File: config.mk
export PLATFORM = sky130hd
export DESIGN_NAME = mat_slot_store
export DESIGN_NICKNAME = d
export VERILOG_FILES = /design/src/rtl/mat_pkg.sv /design/src/rtl/mat_slot_ram.sv /design/src/rtl/mat_slot_store.sv
export SDC_FILE = /design/constraint.sdc
export NUM_CORES = 1
export LEC_CHECK = 0
export CAP_MARGIN = 20
export CORE_MARGIN = 1
export CORE_UTILIZATION = 30
export CTS_CLUSTER_SIZE = 12
export DETAILED_ROUTE_END_ITERATION = 16
export GPL_TIMING_DRIVEN = 1
export MAX_ROUTING_LAYER = met4
export SLEW_MARGIN = 30
export SYNTH_ARGS = -nofsm -noshare
export SYNTH_HDL_FRONTEND = slang
export SYNTH_SLANG_ARGS = --single-unit
export TNS_END_PERCENT = 1
File: constraint.sdc
create_clock -name clk -period 5.7 [get_ports clk]
set_clock_uncertainty 0.05 [all_clocks]
set_input_delay 1.14 -clock clk [delete_from_list [all_inputs] [get_ports clk]]
set_output_delay 1.14 -clock clk [all_outputs]
set_load 0.01 [all_outputs]
File: src/rtl/mat_pkg.sv
// rtl/mat_pkg.sv - shared constants and write-FSM encoding for the matrix slot store
package mat_pkg;

  localparam int MAT_DIM_WIDTH  = 3;
  localparam int MAT_DATA_WIDTH = 8;
  localparam int MAT_MAX_DIM    = 5;
  localparam int MAT_NUM_SLOTS  = 2;
  localparam int MAT_SLOT_DEPTH = MAT_MAX_DIM * MAT_MAX_DIM;
  localparam int MAT_DEPTH      = MAT_NUM_SLOTS * MAT_SLOT_DEPTH;
  localparam int MAT_ADDR_WIDTH = $clog2(MAT_DEPTH);

  typedef enum logic [1:0] {
    WR_IDLE   = 2'd0,
`ifdef MAT_SLOT_STORE_CLEAR_EN
    WR_CLEAR  = 2'd1,
`endif
    WR_LOAD   = 2'd2,
    WR_COMMIT = 2'd3
  } wr_state_e;

endpackage

File: src/rtl/mat_slot_ram.sv
// rtl/mat_slot_ram.sv - simple dual-port RAM, registered read, old data on collision
module mat_slot_ram #(
  parameter int DATA_WIDTH = 8,
  parameter int DEPTH      = 50,
  parameter int ADDR_WIDTH = 6
) (
  input  logic                  clk,
  input  logic                  we,
  input  logic [ADDR_WIDTH-1:0] waddr,
  input  logic [DATA_WIDTH-1:0] wdata,
  input  logic                  re,
  input  logic [ADDR_WIDTH-1:0] raddr,
  output logic [DATA_WIDTH-1:0] rdata
);

  logic [DATA_WIDTH-1:0] mem [DEPTH];

  // Both ports update with non-blocking writes, so a same-edge read sees the old word.
  always_ff @(posedge clk) begin
    if (we) mem[waddr] <= wdata;
    if (re) rdata <= mem[raddr];
  end

endmodule

File: src/rtl/mat_slot_store.sv
// rtl/mat_slot_store.sv - two-slot matrix store; MAT_SLOT_STORE_CLEAR_EN zero-fills a slot before load
module mat_slot_store
  import mat_pkg::*;
#(
  parameter int DIM_WIDTH  = MAT_DIM_WIDTH,
  parameter int DATA_WIDTH = MAT_DATA_WIDTH,
  parameter int MAX_DIM    = MAT_MAX_DIM
) (
  input  logic                  clk,
  input  logic                  rst,
  input  logic                  wr_start,
  input  logic                  wr_slot,
  input  logic [DIM_WIDTH-1:0]  wr_m,
  input  logic [DIM_WIDTH-1:0]  wr_n,
  input  logic                  wr_valid,
  input  logic [DATA_WIDTH-1:0] wr_data,
  output logic                  wr_ready,
  output logic                  wr_busy,
  output logic                  wr_done,
  output logic                  wr_error,
  output logic [1:0]            slot_valid,
  output logic [DIM_WIDTH-1:0]  slot0_m,
  output logic [DIM_WIDTH-1:0]  slot0_n,
  output logic [DIM_WIDTH-1:0]  slot1_m,
  output logic [DIM_WIDTH-1:0]  slot1_n,
  input  logic                  rd_en,
  input  logic                  rd_slot_idx,
  input  logic [DIM_WIDTH-1:0]  rd_row_idx,
  input  logic [DIM_WIDTH-1:0]  rd_col_idx,
  output logic [DATA_WIDTH-1:0] rd_elem,
  output logic                  rd_elem_valid,
  output logic                  rd_oob
);

  localparam int SLOT_DEPTH = MAX_DIM * MAX_DIM;
  localparam int DEPTH      = MAT_NUM_SLOTS * SLOT_DEPTH;
  localparam int AW         = $clog2(DEPTH);
  localparam logic [DIM_WIDTH-1:0] MAX_DIM_V = DIM_WIDTH'(MAX_DIM);
  localparam logic [DIM_WIDTH-1:0] ONE_V     = DIM_WIDTH'(1);

  function automatic logic [AW-1:0] elem_addr(input logic slot,
                                              input logic [DIM_WIDTH-1:0] row,
                                              input logic [DIM_WIDTH-1:0] col);
    return AW'(slot) * AW'(SLOT_DEPTH) + AW'(row) * AW'(MAX_DIM) + AW'(col);
  endfunction

  wr_state_e             state_q, state_d;
  logic                  slot_q;
  logic [DIM_WIDTH-1:0]  m_q, n_q, row_q, col_q;
  logic                  busy_q, done_q, error_q;
  logic [1:0]            slot_valid_q;
  logic [DIM_WIDTH-1:0]  s0_m_q, s0_n_q, s1_m_q, s1_n_q;

  logic                  legal, start_ok, start_bad, beat, commit;
  logic                  row_last, col_last;
  logic                  ram_we;
  logic [AW-1:0]         ram_waddr;
  logic [DATA_WIDTH-1:0] ram_wdata;

`ifdef MAT_SLOT_STORE_CLEAR_EN
  localparam int CW = $clog2(SLOT_DEPTH);
  logic [CW-1:0] clear_cnt_q;
  logic          clearing;
`endif

  assign legal    = (wr_m != '0) && (wr_n != '0) && (wr_m <= MAX_DIM_V) && (wr_n <= MAX_DIM_V);
  assign row_last = (row_q == m_q - ONE_V);
  assign col_last = (col_q == n_q - ONE_V);

  always_comb begin
    state_d   = state_q;
    start_ok  = 1'b0;
    start_bad = 1'b0;
    beat      = 1'b0;
    commit    = 1'b0;
    ram_we    = 1'b0;
    ram_waddr = elem_addr(slot_q, row_q, col_q);
    ram_wdata = wr_data;
    wr_ready  = 1'b0;
`ifdef MAT_SLOT_STORE_CLEAR_EN
    clearing  = 1'b0;
`endif
    case (state_q)
      WR_IDLE: begin
        if (wr_start) begin
          if (legal) begin
            start_ok = 1'b1;
`ifdef MAT_SLOT_STORE_CLEAR_EN
            state_d  = WR_CLEAR;
`else
            state_d  = WR_LOAD;
`endif
          end else begin
            start_bad = 1'b1;
          end
        end
      end
`ifdef MAT_SLOT_STORE_CLEAR_EN
      WR_CLEAR: begin
        clearing  = 1'b1;
        ram_we    = 1'b1;
        ram_waddr = AW'(slot_q) * AW'(SLOT_DEPTH) + AW'(clear_cnt_q);
        ram_wdata = '0;
        if (clear_cnt_q == CW'(SLOT_DEPTH - 1)) state_d = WR_LOAD;
      end
`endif
      WR_LOAD: begin
        wr_ready = 1'b1;
        if (wr_valid) begin
          beat   = 1'b1;
          ram_we = 1'b1;
          if (row_last && col_last) state_d = WR_COMMIT;
        end
      end
      WR_COMMIT: begin
        commit  = 1'b1;
        state_d = WR_IDLE;
      end
      default: state_d = WR_IDLE;
    endcase
  end

  always_ff @(posedge clk) begin
    if (rst) begin
      state_q      <= WR_IDLE;
      slot_q       <= 1'b0;
      m_q          <= '0;
      n_q          <= '0;
      row_q        <= '0;
      col_q        <= '0;
      busy_q       <= 1'b0;
      done_q       <= 1'b0;
      error_q      <= 1'b0;
      slot_valid_q <= '0;
      s0_m_q       <= '0;
      s0_n_q       <= '0;
      s1_m_q       <= '0;
      s1_n_q       <= '0;
    end else begin
      state_q <= state_d;
      done_q  <= commit;
      error_q <= start_bad;
      if (start_ok) begin
        slot_q                <= wr_slot;
        m_q                   <= wr_m;
        n_q                   <= wr_n;
        row_q                 <= '0;
        col_q                 <= '0;
        busy_q                <= 1'b1;
        slot_valid_q[wr_slot] <= 1'b0;
      end
      if (beat) begin
        if (col_last) begin
          col_q <= '0;
          row_q <= row_q + ONE_V;
        end else begin
          col_q <= col_q + ONE_V;
        end
      end
      if (commit) begin
        busy_q               <= 1'b0;
        slot_valid_q[slot_q] <= 1'b1;
        if (slot_q) begin
          s1_m_q <= m_q;
          s1_n_q <= n_q;
        end else begin
          s0_m_q <= m_q;
          s0_n_q <= n_q;
        end
      end
    end
  end

`ifdef MAT_SLOT_STORE_CLEAR_EN
  always_ff @(posedge clk) begin
    if (rst || start_ok) clear_cnt_q <= '0;
    else if (clearing)   clear_cnt_q <= clear_cnt_q + CW'(1);
  end
`endif

  assign wr_busy    = busy_q;
  assign wr_done    = done_q;
  assign wr_error   = error_q;
  assign slot_valid = slot_valid_q;
  assign slot0_m    = s0_m_q;
  assign slot0_n    = s0_n_q;
  assign slot1_m    = s1_m_q;
  assign slot1_n    = s1_n_q;

  // A slot being restarted this edge is already treated as invalid by the read port.
  logic [1:0]            clear_mask, slot_live;
  logic [DIM_WIDTH-1:0]  rd_m, rd_n;
  logic                  rd_oob_now;
  logic                  rd_valid_q, rd_oob_q;
  logic [DATA_WIDTH-1:0] ram_rdata;

  assign clear_mask = start_ok ? (wr_slot ? 2'b10 : 2'b01) : 2'b00;
  assign slot_live  = slot_valid_q & ~clear_mask;
  assign rd_m       = rd_slot_idx ? s1_m_q : s0_m_q;
  assign rd_n       = rd_slot_idx ? s1_n_q : s0_n_q;
  assign rd_oob_now = !slot_live[rd_slot_idx] || (rd_row_idx >= rd_m) || (rd_col_idx >= rd_n);

  // rd_oob_q resets high so rd_elem reads 0 until the first in-bounds read lands.
  always_ff @(posedge clk) begin
    if (rst) begin
      rd_valid_q <= 1'b0;
      rd_oob_q   <= 1'b1;
    end else begin
      rd_valid_q <= rd_en;
      if (rd_en) rd_oob_q <= rd_oob_now;
    end
  end

  assign rd_elem_valid = rd_valid_q;
  assign rd_oob        = rd_valid_q & rd_oob_q;
  assign rd_elem       = rd_oob_q ? '0 : ram_rdata;

  mat_slot_ram #(
    .DATA_WIDTH (DATA_WIDTH),
    .DEPTH      (DEPTH),
    .ADDR_WIDTH (AW)
  ) u_ram (
    .clk   (clk),
    .we    (ram_we),
    .waddr (ram_waddr),
    .wdata (ram_wdata),
    .re    (rd_en && !rd_oob_now),
    .raddr (elem_addr(rd_slot_idx, rd_row_idx, rd_col_idx)),
    .rdata (ram_rdata)
  );

endmodule

==> Word-level counts from Yosys, hierarchy flattened <==
Memory sizes are Yosys's and may differ from the RTL's. A register that Yosys moved wholly into a read port is not among the register bits.
Cells that the tools add are included.
{ "totals": {"ff_bits": 34, "ramBits": 400, "in_bits": 27, "out_inout_bits": 28, "wordCells": 110, "mem_count": 1} }
{ "memory_table": {"columns": ["memory", "words", "word_bits", "rd", "rd_clocked_by_memory_dff", "wr", "line_no", "source"], "rows": [
  ["u_ram.mem", 50, 8, 1, 1, 1, "mat_slot_ram.sv:16", "logic [DATA_WIDTH-1:0] mem [DEPTH];"]
]} }
{ "classes": {"n_addsub": 8, "multipliers": 4, "order_cmp": 9, "eq_ne": 8, "mux": 35, "n_bitwise": 9, "reduce_logical": 20} }
{ "op_table": {"columns": ["op", "count"], "rows": [
  ["$mux W3", 8],
  ["$mux W2", 9],
  ["$mux W1", 14],
  ["$add A6 B3 Y6", 2],
  ["$add A6 B6 Y6", 2],
  ["$mul A1 B5 Y6 const B", 2],
  ["$mul A3 B3 Y6 const B", 2],
  ["$mux W8", 1],
  ["$ne A2 B2 Y1 const B", 4],
  ["$logic_and A1 B1 Y1", 7],
  ["$add A3 B1 Y3 const B", 2],
  ["$eq A3 B3 Y1", 2],
  ["$ge A3 B3 Y1", 2],
  ["$le A3 B3 Y1 const B", 2],
  ["$lt A1 B2 Y1 const B", 3],
  ["$reduce_bool A3 Y1", 2],
  ["$sub A3 B1 Y3 const B", 2],
  ["$and A2 B2 Y2", 2],
  ["$eq A2 B2 Y1 const B", 2],
  ["$not A2 Y2", 2],
  ["$pmux W2 S2", 1],
  ["$reduce_and A2 Y1", 2],
  ["$reduce_and A4 Y1", 1],
  ["$not A1 Y1", 3],
  ["other kinds (10)", 14]
]} }

==> Logic depth before layout (Yosys ltp) <==
{ "depth": {"word_depth": 17, "ltp_mapped": 14, "depth_no_buf": 13} }

==> Modules after synthesis <==
From an unflattened synthesis, not the netlist that was laid out.
{ "unflattened": {"cells_unflattened": 1145, "hier_area_um2": 18410.2} }
{ "modules_own_cells": {"columns": ["module", "instances", "cells_each", "area_each_um2", "seq_area_each_um2"], "rows": [
  ["mat_slot_ram", 1, 905, 16220.6, 12251.8],
  ["mat_slot_store", 1, 240, 2189.6, 680.7]
]} }

==> Worst setup path before layout <==
OpenSTA, ideal clock, no wires.
{ "synth_path": {"kind": "input -> register", "from": "input rd_slot_idx", "to": "register u_ram.rdata[0], read port of u_ram.mem, data pin", "setup_ns": 0.261, "arrival_ns": 3.725, "required_time_ns": 5.389, "slack_ns": 1.664, "path_stages": 13, "n_path_buf": 1, "cell_sequence": "ha_1 -> inv_1 -> fa_1 -> inv_1 -> ha_1 -> inv_1 -> fa_1 -> buf_1 -> mux4_2 -> o22ai_1 -> nor3_1 -> nor3_1 -> nor2_1"} }
{ "synth_between": {"elab_chain_len": 7, "elab_cells_between_ends": 14, "classes_between": "2 x add/sub; 1 x mul; 2 x order compare; 4 x mux; 5 x reduce/logical"} }
{ "synth_lines": {"columns": ["element", "line_no", "source"], "rows": [
  ["from (decl)", "mat_slot_store.sv:27", "input logic rd_slot_idx,"],
  ["parallel branches: the longest is 7 deep, another holds $mul A1 B5 Y6", null, null],
  ["to (decl)", "mat_slot_ram.sv:13", "output logic [DATA_WIDTH-1:0] rdata"]
]} }
Parallel ways; which one is timed is not known. The select of a mux whose other input is x is not followed.
A chain may end at the register's enable or synchronous reset.

==> Worst setup path in the final report <==
{ "layout_path": {"from": "input rd_row_idx[0]", "to": "register u_ram.rdata[4], read port of u_ram.mem, data pin"} }
{ "layout_between": {"elab_chain_len": 5, "elab_cells_between_ends": 8, "classes_between": "2 x add/sub; 1 x mul; 1 x order compare; 4 x reduce/logical"} }
{ "layout_lines": {"columns": ["element", "line_no", "source"], "rows": [
  ["from (decl)", "mat_slot_store.sv:28", "input logic [DIM_WIDTH-1:0] rd_row_idx,"],
  ["parallel branches: the longest is 5 deep, another holds $mul A3 B3 Y6", null, null]
]} }
Parallel ways; which one is timed is not known.

==> flow_summary.ini <==
[outcome]
outcome = complete, but fails checks
violations = design-rule violations

[worst_setup_path]
crit_path_top_delay_cell = xor2_4
crit_arrival_ps = 4620
cpMostUsedCell = inv_1
worstPathRequired_ps = 5970
crit_buf_inv = 5
start_kind = input pin
path_max_fanout = 22
worstSetupPathType = input pin to flop
crit_family = adder cells
cp_cell_sequence = clkdlybuf4s50_1 > ha_1 > inv_1 > fa_1 > inv_1 > ha_4 > inv_1 > fa_2 > xor2_4 > buf_4 > nor2_1 > a22oi_1 > a21boi_0 > o21ai_0 > nand2_1
critPathMaxStageDelay_ps = 530
crit_path_end_kind = flop

[layout]
final-seq-area_mm2 = 0.01293
multi_input_area_mm2 = 0.004836
nFillCells = 5531
diodes = 0
num-nets-final = 1152
area_growth_pct = 15.48
drive_gt1_share_pct = 17.53
final_cells = 1891

[pwr]
p_leak_uw = 0.006681
combPwrFrac_pct = 15.3
switchingPower_uw = 1822
p_seq_share_pct = 48.7
intPower_uw = 5500
ir_drop_uv = 178.4
power_frac_clock_pct = 36.0
switching_share_pct = 24.88
powerDensity_mw_per_mm2 = 350.9

[placement]
dp_cells = 1818
hpwl_mm = 26.79
place_congestion = 0.8496
port-buffer-count = 54

[clock_tree]
post-cts-setup-buffers = 0
path_clk_slew_ps = 60
htreeDepth = 2
cts_tree = built
insertion_delay_ps = 560
cts.sinks = 442
holdBufCountCts = 0
ctsResizeCount = 0
cts_buffer_depth = 3
cts_root_buf = clkbuf_16
cts_buffers = 45

[routing]
ant_nets = 0
drt_wl_total_mm = 40.83
drcViolationCount = 4
drt-initial-drc-count = 732
via_count = 9260
dr.pass1.iters = 13
wl_per_cell_um = 21.59
via_per_inst = 4.897

[die]
io_pins = 55
die_x_um = 247.4
die_h_um = 247.4
start_util_pct = 30.50
die-area_mm2 = 0.06121
core_mm2 = 0.05924
fp-row-count = 89

[logic_synthesis]
synth-seq-cells = 442
avgSynthCellArea_um2 = 17.75
synth_cell_types = 50
synthTopCellsByArea = edfxtp_1, mux4_2, dfxtp_1
synth_cells = 1018
synthFlopType = edfxtp_1
synth_fp_nets = 1077
yosys-top-cells-count = edfxtp_1, nor2_1, mux4_2
yosysWarnings = 0
synth-seq-area-share_pct = 71.58
syn_area_mm2 = 0.01807
synth_area_leader_cell = edfxtp_1
synth_most_common_cell = edfxtp_1
synth_top_area_share_pct = 67.81
synth_edf_count = 408
ys_async_sr_fraction_pct = 0

[sta]
slew_headroom_pct = 35.89
tightest_slew_ps = 958.1
drv_slew = 0
min_period_over_period_pct = 76.32
clock.fmax_ghz = 0.2299
rsz0062_at_grt = no
min_period_ps = 4350
hold_viol = 0
tns_ps = 0
setup_viol_count_final = 0

[global_routing]
track_usage_pct = 14.02
antenna_found_initial = 0
first_global_vias = 9479
grt_pass1_wl_mm = 61.68
grt_max_degree = 51
grt_overflow = 0

[hold_path]
min_path_type = flop to flop

[run]
cap_viol_max_count = 0
[metal layers]
metal | vias up | share of wire (%) | wire (um) | GRT usage [%]
li1 | 4148 | - | - | -
met1 | 4855 | 44 | 17760 | 17.89
met2 | 199 | 50 | 20550 | 23.20
met3 | 58 | 4.2 | 1695 | 2.076
met4 | 0 | 2.0 | 814 | 3.952
met5 | - | 0 | 0 | -
[final cells by class]
class                      count  area share, %
clock inverter                14         0.4198
inverter                      28         0.5037
multi-input combinational    503          23.18
timing repair buffer          73          3.538
clock buffer                  58          5.745
tap                          773          4.635
sequential                   442          61.98
[power groups by stage]
stage | Combinational [uW] | Sequential (uW) | Clock (uW)
5_1_grt | 1200 | 3560 | 2810
3_5_place_dp | 1130 | 3630 | 0
2_1_floorplan | 745 | 3630 | 0
4_1_cts | 1130 | 3570 | 2690
6_report | 1120 | 3570 | 2640
3_3_place_gp | 1120 | 3630 | 0
[metrics by stage]
step	utilization [%]	total power, uW	cell area [um2]	setup WS, ps	hold slack, ps
final	35.22	7322	20870	1350	427.4
after global routing	35.22	7575	20870	1181	460.6
after CTS	35.15	7389	20830	1384	435.8
after detailed placement	32.98	4765	19540	794.6	426.9
after global placement	32.94	4756	19520	768.3	414.6
after floorplan	-	4378	18070	1664	413.4
[kinds of logic (layout without fill, tap and decap cells)]
group                    count (synthesis)  after routing  share of synthesized area (%)
adder cells (fa/ha/maj)                 32             32                          2.548
multiplexers                           129            129                          13.82
buffers and inverters                   73            173                          2.015
AO/OA/AOI/OAI                           84             84                          3.033
flip-flops                             442            442                          71.58
XOR/XNOR                                18             18                         0.9557
AND/OR/NAND/NOR                        240            240                          6.053
[placed cells by master, fill, tap and decap left out, drive strengths merged, types with 4 or more instances in the layout]
| cell type | Yosys | layout |
|---|---|---|
| a21oi | 20 | 20 |
| edfxtp | 408 | 408 |
| ha | 24 | 24 |
| mux2i | 30 | 30 |
| mux4 | 96 | 96 |
| clkinv | 0 | 13 |
| clkbuf | 17 | 58 |
| nand2b | 4 | 4 |
| o22ai | 23 | 23 |
| nor2 | 140 | 140 |
| o21ai | 8 | 8 |
| nand3b | 5 | 5 |
| clkdlybuf4s50 | 0 | 46 |
| xor2 | 5 | 5 |
| nor2b | 12 | 12 |
| a31oi | 5 | 5 |
| o2111ai | 6 | 6 |
| nand2 | 20 | 20 |
| fa | 8 | 8 |
| nor3 | 15 | 15 |
| a22oi | 4 | 4 |
| buf | 28 | 27 |
| o21a | 6 | 6 |
| inv | 28 | 29 |
| xnor2 | 13 | 13 |
| dfxtp | 34 | 34 |
| nand4b | 6 | 6 |
| nand3 | 26 | 26 |
[registers in the layout, indices dropped and copies added (netlist names), 2 cells and up]
signal       count
u_ram.mem      400
state_q          2
slot0_m          3
n_q              3
row_q            3
slot0_n          3
slot1_m          3
slot_valid       2
col_q            3
u_ram.rdata      8
slot1_n          3
m_q              3
[worst reg2reg max path, cell delays in order (launching register included)]
cell and delay, ps:
dfxtp_1 440, ha_1 190, inv_1 50, fa_1 470, inv_1 40, ha_1 210, fa_1 440, or2_2 320
o21ai_0 220, nand2_1 310, nor2_1 750
[final timing paths]
check / start / endpoint / slack [ps] / cells after the start
setup / recovery: rd_row_idx[0] / u_ram.rdata[4] / 1350 / 15
hold / removal: wr_busy / wr_busy / 430 / 2
setup reg to reg: row_q[0] / u_ram.mem[1][4] / 1800 / 10
hold reg to reg: wr_busy / wr_busy / 430 / 2
(Power assumes the default switching activity.)
